<file path="src/rtl/fetch_pkg.sv">
// Shared types for the instruction fetch unit.
// FSM state encoding and PC increment codes.
package fetch_pkg;

    typedef enum logic [2:0] {
        IDLE,
        READ,
        CAPT,
        OUT,
        ACK,
        RELS
    } state_t;

    localparam logic [1:0] INC_HOLD = 2'b00;
    localparam logic [1:0] INC_ONE  = 2'b01;
    localparam logic [1:0] INC_TWO  = 2'b10;

    // Two top opcode bits of 2'b11 mark a two-word instruction.
    function automatic logic [1:0] inc_code(
        input logic [1:0] op,
        input logic       hold
    );
        logic [1:0] c;
        if (hold)
            c = INC_HOLD;
        else if (op == 2'b11)
            c = INC_TWO;
        else
            c = INC_ONE;
        return c;
    endfunction

endpackage

</file>
<file path="src/rtl/fetch_unit_sync.sv">
// Multi-flop synchronizer for the asynchronous pc_ack strobe.
// Depth set by STAGES, cleared by async active-low reset.
module sync_ff #(
    parameter int STAGES = 2
) (
    input  logic clk,
    input  logic rst_n,
    input  logic d,
    output logic q
);

    logic [STAGES-1:0] ff;

    always_ff @(posedge clk or negedge rst_n) begin
        if (!rst_n)
            ff <= '0;
        else
            ff <= {ff[STAGES-2:0], d};
    end

    assign q = ff[STAGES-1];

endmodule

</file>
<file path="src/rtl/fetch_unit.sv">
// Fetch unit bridging an asynchronous PC (4-phase pc_ack)
// to a synchronous memory and a valid/ready decoder port.
module fetch_unit
    import fetch_pkg::*;
#(
    parameter int ADDR_W      = 8,
    parameter int DATA_W      = 8,
    parameter int SYNC_STAGES = 2
) (
    input  logic              clk,
    input  logic              rst_n,
    input  logic [ADDR_W-1:0] pc_in,
    input  logic              pc_ack,
    output logic              pc_ack_out,
    output logic [1:0]        pc_inc,
    output logic [ADDR_W-1:0] mem_addr,
    output logic              mem_rd,
    input  logic [DATA_W-1:0] mem_rdata,
    output logic [DATA_W-1:0] instr,
    output logic              instr_valid,
    input  logic              instr_ready,
    input  logic              halt
);

    logic   ack_s;
    state_t state;

    sync_ff #(
        .STAGES (SYNC_STAGES)
    ) u_sync (
        .clk   (clk),
        .rst_n (rst_n),
        .d     (pc_ack),
        .q     (ack_s)
    );

    // pc_inc is only updated in CAPT, where pc_ack_out is always low.
    always_ff @(posedge clk or negedge rst_n) begin
        if (!rst_n) begin
            state       <= IDLE;
            pc_ack_out  <= 1'b0;
            pc_inc      <= INC_HOLD;
            mem_rd      <= 1'b0;
            mem_addr    <= '0;
            instr       <= '0;
            instr_valid <= 1'b0;
        end else begin
            mem_rd <= 1'b0;
            case (state)
                IDLE: begin
                    if (ack_s) begin
                        mem_addr <= pc_in;
                        mem_rd   <= 1'b1;
                        state    <= READ;
                    end
                end
                READ: begin
                    state <= CAPT;
                end
                CAPT: begin
                    instr       <= mem_rdata;
                    instr_valid <= 1'b1;
                    pc_inc      <= inc_code(
                        mem_rdata[DATA_W-1 -: 2], halt);
                    state       <= OUT;
                end
                OUT: begin
                    if (instr_ready) begin
                        instr_valid <= 1'b0;
                        pc_ack_out  <= 1'b1;
                        state       <= ACK;
                    end
                end
                ACK: begin
                    if (!ack_s) begin
                        pc_ack_out <= 1'b0;
                        state      <= RELS;
                    end
                end
                RELS: begin
                    pc_ack_out <= 1'b0;
                    state      <= IDLE;
                end
                default: begin
                    state <= IDLE;
                end
            endcase
        end
    end

endmodule

</file>
<file path="config.mk">
export PLATFORM = sky130hd
export DESIGN_NAME = fetch_unit
export DESIGN_NICKNAME = d
export VERILOG_FILES = /design/src/rtl/fetch_pkg.sv /design/src/rtl/fetch_unit_sync.sv /design/src/rtl/fetch_unit.sv
export SDC_FILE = /design/constraint.sdc
export NUM_CORES = 1
export LEC_CHECK = 0
export CAP_MARGIN = 20
export CORE_MARGIN = 10
export CORE_UTILIZATION = 25
export CTS_BUF_LIST = sky130_fd_sc_hd__clkbuf_16
export CTS_CLUSTER_DIAMETER = 150
export DETAILED_ROUTE_END_ITERATION = 10
export PLACE_DENSITY = 0.49
export SLEW_MARGIN = 20
export SYNTH_ARGS = -nofsm -noshare
export SYNTH_HDL_FRONTEND = slang
export SYNTH_SLANG_ARGS = --single-unit
</file>
<file path="constraint.sdc">
create_clock -name clk -period 1.5 [get_ports clk]
set_input_delay 0.3 -clock clk [delete_from_list [all_inputs] [get_ports clk]]
set_output_delay 0.3 -clock clk [all_outputs]
set_load 0.02 [all_outputs]
</file>
==> summary.txt, run 1 <==
Clock network
  • Clock Sinks: 26
  • Root Driver: clkbuf_16
  • Clock transition at path regs: 70 ps
  • Setup repair bufs after CTS: 0
  • CTS tree: yes
  • TritonCTS Buffers: 3
  • CTS H-tree depth: 1
  • Clk buf depth: 2
  • Post-cts hold buffer count: 0
  • Latest clock arrival within the worst-skew pair: 260 ps

Die
  • Core box area: 3740 um2
  • Cell row count: 22
  • Top-Level Pins: 42
  • DIE WIDTH: 82.9 um
  • Initial Util: 26.4%
  • Die area: 6870 um2
  • Die Ht: 82.9 um

Global routing
  • Initial antenna violation count: 0
  • Largest net degree at the start of global routing: 27
  • First-pass GRT wire length: 4130 um
  • Grt ovf: 0
  • GRT Total Usage: 6.92%
  • Vias in the first global route: 818

Layout
  • Most common cell after layout, fill and taps aside: dfrtp_1
  • Proportion of layout cells with a drive suffix above 1: 26.3%
  • Fillers: 377
  • Final-stage net count: 136
  • Layout area overhead: 58.9%
  • N_diodes: 0
  • Most frequent cells in the layout: dfrtp_1 (25), dlygate4sd2_1 (21), clkdlybuf4s50_1 (20)

Placed design
  • Dpl hpwl: 1810 um
  • # port buffers: 41
  • Dpl ws: 57.3 ps
  • GP Congestion: 0.758

Timing
  • Final Max Tran Viols: 0
  • Tmin final: 1440 ps
  • Setup ws final: 57.4 ps
  • Hold_ws: 349 ps
  • Worst slew pin tran: 334 ps
  • Clock skew: 4.81 ps
  • Fin crit share: 96.2%
  • Setup-failing EPs final: 0
  • Hold Fails Final Rpt: 0
  • Fmax: 693 MHz
  • Relative slew slack: 77.7%

Setup path
  • Crit-path max FO: 9
  • CP endpoint kind: register
  • CP peak stage delay: 470 ps
  • CP max stage cell: dfrtp_1
  • CP Cell Sequence: nor4b_4 -> buf_4 -> mux2_2
  • CP required: 1650 ps
  • Crit path kind: reg -> reg
  • Critical path arrival: 1590 ps
  • Worst setup SP type: register

Synth
  • Synthesized area per cell: 15.0 um2
  • Syn Inst Count: 66
  • Synth unique cells: 15
  • Seq/Total Area, Yosys: 65.8%
  • Net Count, Synth: 87
  • Mapped Area: 988 um2
  • Yosys reg bits: 26
  • Yosys warns: 0

Pwr
  • Max VDD drop: 0.00107 V
  • Clock power frac: 21.9%
  • LEAKAGE: 0.695 nW
  • Sequential share of power: 35.7%
  • Switching share of total power: 34.4%
  • Logic pwr share: 42.4%
  • Pint: 2.30 mW
  • Switching pwr: 1.20 mW
  • Pwr Density: 2230 nW/um2

Drt
  • DR vias: 717
  • Antenna viol nets, final: 0
  • Initial DRC count: 32
  • Residual DRC: 0
  • Detailed-route vias per instance: 4.43
  • Routed len/inst: 14.8 um
  • Final WL: 2400 um
  • Drt pass-1 iters: 4

Worst hold path
  • Hold Path Class: reg -> reg

Flow run
  • Max-Cap Viols: 0

Run status
  • Status: finished, final reports clean
[synthesized netlist by cell type (all sizes together)]
master | instances | share of area (%)
nor3 | 1 | 0.51
o21ai | 4 | 2.0
mux2 | 18 | 21
o32a | 1 | 1.0
and3 | 1 | 0.63
nor2 | 5 | 1.9
nand3b | 1 | 0.76
a21oi | 1 | 0.51
buf | 1 | 0.51
nand2b | 1 | 0.89
nor4b | 1 | 2.4
nand2 | 3 | 1.1
dfrtp | 26 | 66
a21o | 1 | 0.76
nor2b | 1 | 0.63
[routing by layer]
metal | part of all wire (%) | global-route usage [%] | wire [um]
met1 | 42 | 8.23 | 1010
met5 | 0 | 0 | 0
met3 | 9.6 | 3.91 | 229
met4 | 0.67 | 1.69 | 16
met2 | 48 | 10.5 | 1140
[final timing paths]
| check | endpoint | slack (ps) | start | cells past startpoint |
|---|---|---|---|---|
| worst max-delay path | mem_addr[5]$_DFFE_PN0P_ | 60 | state[0]$_DFFE_PN0P_ | 3 |
| worst min-delay path | u_sync.ff[1]$_DFF_PN0_ | 350 | u_sync.ff[0]$_DFF_PN0_ | 0 |
| worst max register to register | mem_addr[5]$_DFFE_PN0P_ | 60 | state[0]$_DFFE_PN0P_ | 3 |
| worst min register to register | u_sync.ff[1]$_DFF_PN0_ | 350 | u_sync.ff[0]$_DFF_PN0_ | 0 |
| max in group asynchronous | state[2]$_DFFE_PN0P_ | 820 | rst_n | 2 |
| min in group asynchronous | mem_addr[7]$_DFFE_PN0P_ | 410 | rst_n | 2 |
[state kept, by name, indices dropped and copies added, names as in the netlist]
| signal | cells |
|---|---|
| instr_valid | 1 |
| pc_ack_out | 1 |
| mem_rd | 1 |
| pc_inc | 2 |
| u_sync.ff | 2 |
| mem_addr | 8 |
| instr | 8 |
| state | 3 |
[area by class of cell]
type	count	area, um2	area share, %
Timing Repair Buffer	45	418	26.6
Tap cell	48	60.1	3.82
Sequential cell	26	652	41.5
Clock buffer	3	75.1	4.78
Multi-Input combinational cell	39	335	21.4
Clock inverter	1	30.0	1.91
[what timing repair did]
item	CTS	global route
cloned	0	1
gates resized for setup	21	4
setup endpoints to repair	21	15
endpoints found under the hold margin	0	0
[stage by stage]
stage	area [um2]	utilization, %	TNS, ps	instances	power [mW]
after floorplan	988	-	0	66	2.13
after global placement	1480	39.4	0	157	2.92
after detailed placement	1480	39.4	0	157	2.94
after CTS	1560	41.5	0	161	3.52
after global routing	1570	41.9	-18.7	162	3.76
final	1570	41.9	0	162	3.51
[critical path, delay by kind of cell, from the launching register on]
kind | cells | cell delay [ps]
flip-flops | 1 | 470
multiplexers | 1 | 350
AND/OR/NAND/NOR | 1 | 290
buffers and inverters | 1 | 210
[power by group through the flow]
stage / logic (mW) / registers, mW / clock network (mW)
2_1_floorplan: 0.539 / 1.59 / 0
3_3_place_gp: 1.65 / 1.27 / 0
3_5_place_dp: 1.67 / 1.27 / 0
4_1_cts: 1.48 / 1.25 / 0.792
5_1_grt: 1.62 / 1.31 / 0.825
6_report: 1.49 / 1.25 / 0.768
[logic make-up (layout without fill, tap and decap cells)]
| kind of cell | after synthesis | count (layout) | share of synthesized area, % |
|---|---|---|---|
| multiplexers | 18 | 18 | 20.5 |
| AO/OA/AOI/OAI | 7 | 7 | 4.30 |
| AND/OR/NAND/NOR | 14 | 14 | 8.86 |
| buffers and inverters | 1 | 49 | 0.506 |
| flip-flops | 26 | 26 | 65.8 |
Note: power is estimated with default switching activity, not from simulation.
==> run 2, diff against run 1 <==
CORE_UTILIZATION = 41   (was 25)
CTS_CLUSTER_DIAMETER = 50   (was 150)
PLACE_DENSITY = 0.75   (was 0.49)
==> run 2 against run 1 <==
  * Power decreased by 7.0%
  * Clock skew down 1.6 ps
  * Sequential share of layout area increased by 1.6 points
  * Global-route usage grew 2.3 points
  * Final cell count down 13%
  * Hold slack barely moved
  * Clock power down 25%
  * Wire length is 7.6% lower
  * Non-clock buffer count decreased by 1
  * Critical path depth rose by 1
  * Design area down 3.7%
  * Combinational power decreased by 3%
  * Critical path type unchanged
  * Largest power group unchanged
==> summary.txt, run 2 (same netlist as run 1, synthesis figures left out) <==
Global routing
  • First-pass GRT wire length: 3650 um (-12%)
  • Largest net degree at the start of global routing: 27 (unchanged)
  • Vias in the first global route: 729 (-11%)
  • GRT Total Usage: 9.22% (+2.3 points)
  • Initial antenna violation count: 0 (unchanged)
  • Grt ovf: 0 (unchanged)

Drt
  • Detailed-route vias per instance: 4.78 (+8.0%)
  • DR vias: 674 (-6.0%)
  • Residual DRC: 0 (unchanged)
  • Final WL: 2210 um (-7.6%)
  • Antenna viol nets, final: 0 (unchanged)
  • Drt pass-1 iters: 3 (-1)
  • Routed len/inst: 15.7 um (+6.1%)
  • Initial DRC count: 24 (-25%)

Timing
  • Worst slew pin tran: 320 ps (-14.7 ps)
  • RSZ-0062 raised after global routing: no
  • Setup ws final: 76.7 ps (+19.3 ps)
  • Hold_ws: 349 ps (+0.108 ps)
  • Setup-failing EPs final: 0 (unchanged)
  • Relative slew slack: 78.7% (+0.98 points)
  • Clock skew: 3.18 ps (-1.63 ps)
  • Tmin final: 1420 ps (-19.3 ps)
  • Final Max Tran Viols: 0 (unchanged)
  • Hold Fails Final Rpt: 0 (unchanged)
  • Fmax: 703 MHz (+1.4%)
  • Setup tns final: 0 ps (unchanged)
  • Fin crit share: 94.9% (-1.3 points)

Layout
  • Final-stage net count: 135 (-0.74%)
  • Most frequent cells in the layout: dfrtp_1 (25), clkdlybuf4s50_1 (20), dlygate4sd2_1 (20)
  • Most common cell after layout, fill and taps aside: dfrtp_1
  • Layout area overhead: 53.0%
  • Proportion of layout cells with a drive suffix above 1: 23.9% (-2.4 points)
  • Biggest regs: instr (8), mem_addr (8), state (3)
  • N_diodes: 0 (unchanged)

Setup path
  • Crit path kind: reg -> reg
  • CP required: 1640 ps (about the same)
  • Buf/Inv on CP: 1 (unchanged)
  • Reg2Reg Depth: 4 (+1)
  • Worst setup SP type: register
  • CP max stage cell: dfrtp_2
  • Critical path endpoint: instr[7]$_DFFE_PN0P_
  • R2r startpoint: state[2]$_DFFE_PN0P_
  • CP peak stage delay: 450 ps (-20 ps)
  • CP endpoint kind: register
  • Critical path arrival: 1560 ps (-30 ps)
  • Worst reg-to-reg setup slack: 80 ps (+20 ps)
  • Reg2reg end: instr[7]$_DFFE_PN0P_
  • WP depth: 4 (+1)
  • Crit path max-delay family: flip-flops
  • Crit-path max FO: 11 (+2)
  • Crit path launch: state[2]$_DFFE_PN0P_
  • CP Cell Sequence: nand2b_2 -> nor2_1 -> buf_4 -> mux2_2

Placed design
  • GP Congestion: 0.698 (-8.0%)
  • Dpl hpwl: 1760 um (-3.2%)
  • # port buffers: 41 (unchanged)
  • Dpl ws: 58.4 ps (+1.18 ps)

Die
  • Die area: 4770 um2 (-30%)
  • Top-Level Pins: 42 (unchanged)
  • Die Ht: 69.1 um (-17%)
  • DIE WIDTH: 69.1 um (-17%)
  • Core box area: 2250 um2 (-40%)
  • Cell row count: 17 (-23%)
  • Initial Util: 43.8% (+17 points)

Run status
  • Status: finished, final reports clean

Clock network
  • Setup repair bufs after CTS: 0 (unchanged)
  • Clock transition at path regs: 60 ps (about the same)
  • TritonCTS Buffers: 3 (unchanged)
  • Post-cts hold buffer count: 0 (unchanged)
  • Clk buf depth: 2 (unchanged)
  • Latest clock arrival within the worst-skew pair: 260 ps (about the same)
  • CTS tree: yes
  • Root Driver: clkbuf_16
  • CTS H-tree depth: 1 (unchanged)
  • Clock Sinks: 26 (unchanged)

Pwr
  • Max VDD drop: 0.00161 V (+50%)
  • Pwr Density: 2160 nW/um2 (-3.4%)
  • LEAKAGE: 0.690 nW (-0.72%)

Worst hold path
  • Hold Path Class: reg -> reg

Flow run
  • Max-Cap Viols: 0 (unchanged)
run 2: cell types whose count changed in the layout (fill, tap and decap cells not counted), sizes merged:
cell	before	now
buf	4	3
clkinv	0	1
dlygate4sd2	21	20
dlymetal6s2s	0	1
bufinv	1	0
run 2: metal layers:
metal  routed length [um]  GRT usage (%)  share of wire (%)  vias up
li1                     -              -                  -      327
met4                   38           3.99                1.7        0
met2                 1200           16.3                 54       14
met5                    0              0                  0        -
met1                  905           9.47                 41      329
met3                   72           3.28                3.3        4
run 2: what timing repair did:
item	in CTS	in global routing
endpoints found under the hold margin	0	0
pin swaps	0	0
endpoints found under the setup margin	20	9
resized for setup	20	3
run 2: worst min-delay path by stage:
stage | start | cells past startpoint | slack (ps) | end
global route | u_sync.ff[0]$_DFF_PN0_ | 0 | 360 | u_sync.ff[1]$_DFF_PN0_
detailed placement | u_sync.ff[0]$_DFF_PN0_ | 0 | 340 | u_sync.ff[1]$_DFF_PN0_
global placement | u_sync.ff[0]$_DFF_PN0_ | 0 | 330 | u_sync.ff[1]$_DFF_PN0_
CTS | u_sync.ff[0]$_DFF_PN0_ | 0 | 350 | u_sync.ff[1]$_DFF_PN0_
floorplan | rst_n | 0 | 4 | instr[0]$_DFFE_PN0P_
finish | u_sync.ff[0]$_DFF_PN0_ | 0 | 350 | u_sync.ff[1]$_DFF_PN0_
run 2: where the power goes:
group          internal (mW)  leakage, nW  switching (mW)
logic                  0.717        0.344           0.721
registers               1.03        0.307           0.214
clock network          0.356       0.0385           0.222
run 2: metrics by stage:
step | power (mW) | instance area (um2) | util, % | instances
after global routing | 3.47 | 1510 | 67.1 | 141
after global placement | 2.88 | 1450 | 64.4 | 137
after floorplan | 2.13 | 988 | - | 66
after detailed placement | 2.93 | 1450 | 64.4 | 137
final | 3.26 | 1510 | 67.1 | 141
after CTS | 3.31 | 1510 | 66.8 | 141
run 2: cell type report:
cell class,instances,area (um2)
Timing Repair Buffer,44,414
Tap cell,28,35.0
Multi-Input combinational cell,39,333
Clock buffer,3,75.1
Clock inverter,1,3.75
Fill cell,190,742
Sequential cell,26,652
run 2: worst reg2reg max path, cell delays in order, from the launching register on:
cell	delay, ps
dfrtp_2	450
nand2b_2	210
nor2_1	90
buf_4	200
mux2_2	360
==> run 3, diff against run 2 <==
ABC_AREA = 0   (was unset)
PLACE_DENSITY = 0.78   (was 0.75)
==> run 3 against run 2 <==
  * Count of clock-buffer cells in the layout stayed put
  * Utilization grew 0.83 points
  * Global-route usage grew 0.83 points
  * Clock skew barely moved
  * Design area up 1.2%
  * Critical path type unchanged
  * First-iteration DRC count is 8.3% higher
  * Power grew 6.6%
==> summary.txt, run 3 (same netlist as run 1, synthesis figures left out) <==
Drt
  • Residual DRC: 0 (unchanged)
  • Final WL: 2430 um (+9.8%)
  • Drt pass-1 iters: 2 (-1)
  • Initial DRC count: 26 (+8.3%)
  • Antenna viol nets, final: 0 (unchanged)
  • Routed len/inst: 17.2 um (+9.8%)
  • DR vias: 697 (+3.4%)
  • Detailed-route vias per instance: 4.94 (+3.4%)

Clock network
  • Clock transition at path regs: 60 ps (about the same)
  • CTS tree: yes
  • CTS H-tree depth: 1 (unchanged)
  • Setup repair bufs after CTS: 0 (unchanged)
  • Root Driver: clkbuf_16
  • Latest clock arrival within the worst-skew pair: 260 ps (about the same)
  • Clk buf depth: 2 (unchanged)
  • Clock Sinks: 26 (unchanged)
  • Post-cts hold buffer count: 0 (unchanged)
  • TritonCTS Buffers: 3 (unchanged)

Die
  • DIE WIDTH: 69.1 um (unchanged)
  • Core box area: 2250 um2 (unchanged)
  • Die Ht: 69.1 um (unchanged)
  • Die area: 4770 um2 (unchanged)
  • Initial Util: 43.8% (unchanged)
  • Top-Level Pins: 42 (unchanged)
  • Cell row count: 17 (unchanged)

Timing
  • RSZ-0062 raised after global routing: no
  • Fmax: 701 MHz (-0.20%)
  • Tmin final: 1430 ps (+2.90 ps)
  • Setup tns final: 0 ps (unchanged)
  • Clock skew: 3.39 ps (+0.207 ps)
  • Worst slew pin tran: 320 ps (+0.489 ps)
  • Final Max Tran Viols: 0 (unchanged)
  • Fin crit share: 95.1% (+0.19 points)
  • Relative slew slack: 78.7% (about the same)
  • Setup-failing EPs final: 0 (unchanged)
  • Hold Fails Final Rpt: 0 (unchanged)

Flow run
  • Max-Cap Viols: 0 (unchanged)

Setup path
  • CP endpoint kind: register
  • R2r startpoint: state[2]$_DFFE_PN0P_
  • CP peak stage delay: 450 ps (about the same)
  • CP Cell Sequence: nand2b_2 -> nor2_1 -> buf_4 -> mux2_2
  • Worst reg-to-reg setup slack: 70 ps (about the same)
  • Crit-path max FO: 11 (unchanged)
  • Crit path kind: reg -> reg
  • CP max stage cell: dfrtp_2
  • Reg2Reg Depth: 4 (unchanged)
  • Worst setup SP type: register
  • Critical path arrival: 1570 ps (about the same)
  • CP required: 1640 ps (about the same)
  • Reg2reg end: instr[3]$_DFFE_PN0P_

Layout
  • N_diodes: 0 (unchanged)
  • Most frequent cells in the layout: dfrtp_1 (25), dlygate4sd2_1 (21), clkdlybuf4s50_1 (20)
  • Most common cell after layout, fill and taps aside: dfrtp_1
  • Post-Layout Inst Area: 1530 um2 (+1.2%)
  • Proportion of layout cells with a drive suffix above 1: 24.8% (+0.88 points)
  • Final-stage net count: 135 (unchanged)
  • Layout area overhead: 54.9%
  • Biggest regs: instr (8), mem_addr (8), state (3)

Placed design
  • Cell Area, Placed: 1450 um2 (unchanged)
  • GP Congestion: 0.726 (+4.1%)
  • Dpl hpwl: 1770 um (+0.92%)
  • # port buffers: 41 (unchanged)

Global routing
  • GRT Total Usage: 10.0% (+0.83 points)
  • Largest net degree at the start of global routing: 27 (unchanged)
  • Grt ovf: 0 (unchanged)
  • Initial antenna violation count: 0 (unchanged)
  • Vias in the first global route: 777 (+6.6%)
  • First-pass GRT wire length: 3930 um (+7.8%)

Run status
  • Status: finished, final reports clean

Worst hold path
  • Hold depth: 0 (unchanged)
  • Hold Path Class: reg -> reg
  • Hold_sp: u_sync.ff[0]$_DFF_PN0_
  • Hold EP: u_sync.ff[1]$_DFF_PN0_

Pwr
  • Tot Pwr: 3.48 mW (+6.6%)
  • LEAKAGE: 0.689 nW (-0.15%)
  • Pwr Density: 2270 nW/um2 (+5.3%)
  • Max VDD drop: 0.00150 V (-6.6%)
## run 3: area by class of cell
class	count	area [um2]
fillers	193	723
clock inverters	1	30.0
flip-flops and latches	26	652
clock buffers	3	75.1
repair buffers	44	407
well taps	28	35.0
multi-input cells	39	333
## run 3: what timing repair did
action / 4_1_cts / 5_1_grt
gates resized for setup: 21 / 1
endpoints found under the setup margin: 21 / 2
pin swaps: 0 / 0
hold endpoints to repair: 0 / 0
## run 3: worst max-delay path by stage
| stage | start | end | slack [ps] | cells past startpoint |
|---|---|---|---|---|
| 2_1_floorplan | state[2]$_DFFE_PN0P_ | mem_addr[0]$_DFFE_PN0P_ | 70 | 2 |
| 3_3_place_gp | state[2]$_DFFE_PN0P_ | pc_inc[1]$_DFFE_PN0P_ | 100 | 4 |
| 3_5_place_dp | state[2]$_DFFE_PN0P_ | instr[4]$_DFFE_PN0P_ | 70 | 4 |
| 4_1_cts | state[2]$_DFFE_PN0P_ | instr[3]$_DFFE_PN0P_ | 50 | 4 |
| 5_1_grt | state[2]$_DFFE_PN0P_ | instr[3]$_DFFE_PN0P_ | 20 | 4 |
| 6_report | state[2]$_DFFE_PN0P_ | instr[3]$_DFFE_PN0P_ | 70 | 4 |
## run 3: report_power, final
group,internal (mW),total (mW),leakage [nW],switching [mW]
registers,1.03,1.25,0.307,0.224
logic,0.710,1.46,0.330,0.746
clock network,0.531,0.768,0.0511,0.237
## run 3: layer usage
| metal | up-vias | GRT usage (%) | part of all wire, % |
|---|---|---|---|
| met5 | - | 0 | 0 |
| met4 | 0 | 3.99 | 0.99 |
| met3 | 4 | 5.14 | 8.3 |
| met2 | 22 | 17.9 | 54 |
| met1 | 343 | 9.42 | 37 |
| li1 | 328 | - | - |
## run 3: stage by stage
step | setup slack, ps | hold WS [ps] | utilization (%) | std cells
floorplan | 72.7 | 4.41 | - | 66
global placement | 102 | 334 | 64.4 | 137
detailed placement | 68.3 | 341 | 64.4 | 137
CTS | 46.8 | 359 | 67.9 | 141
global route | 19.3 | 367 | 67.9 | 141
finish | 73.8 | 361 | 67.9 | 141
## run 3: critical path: cells and delay by family (launching register included)
kind | cells | cell delay [ps]
multiplexers | 1 | 360
AND/OR/NAND/NOR | 2 | 300
buffers and inverters | 1 | 200
flip-flops | 1 | 450
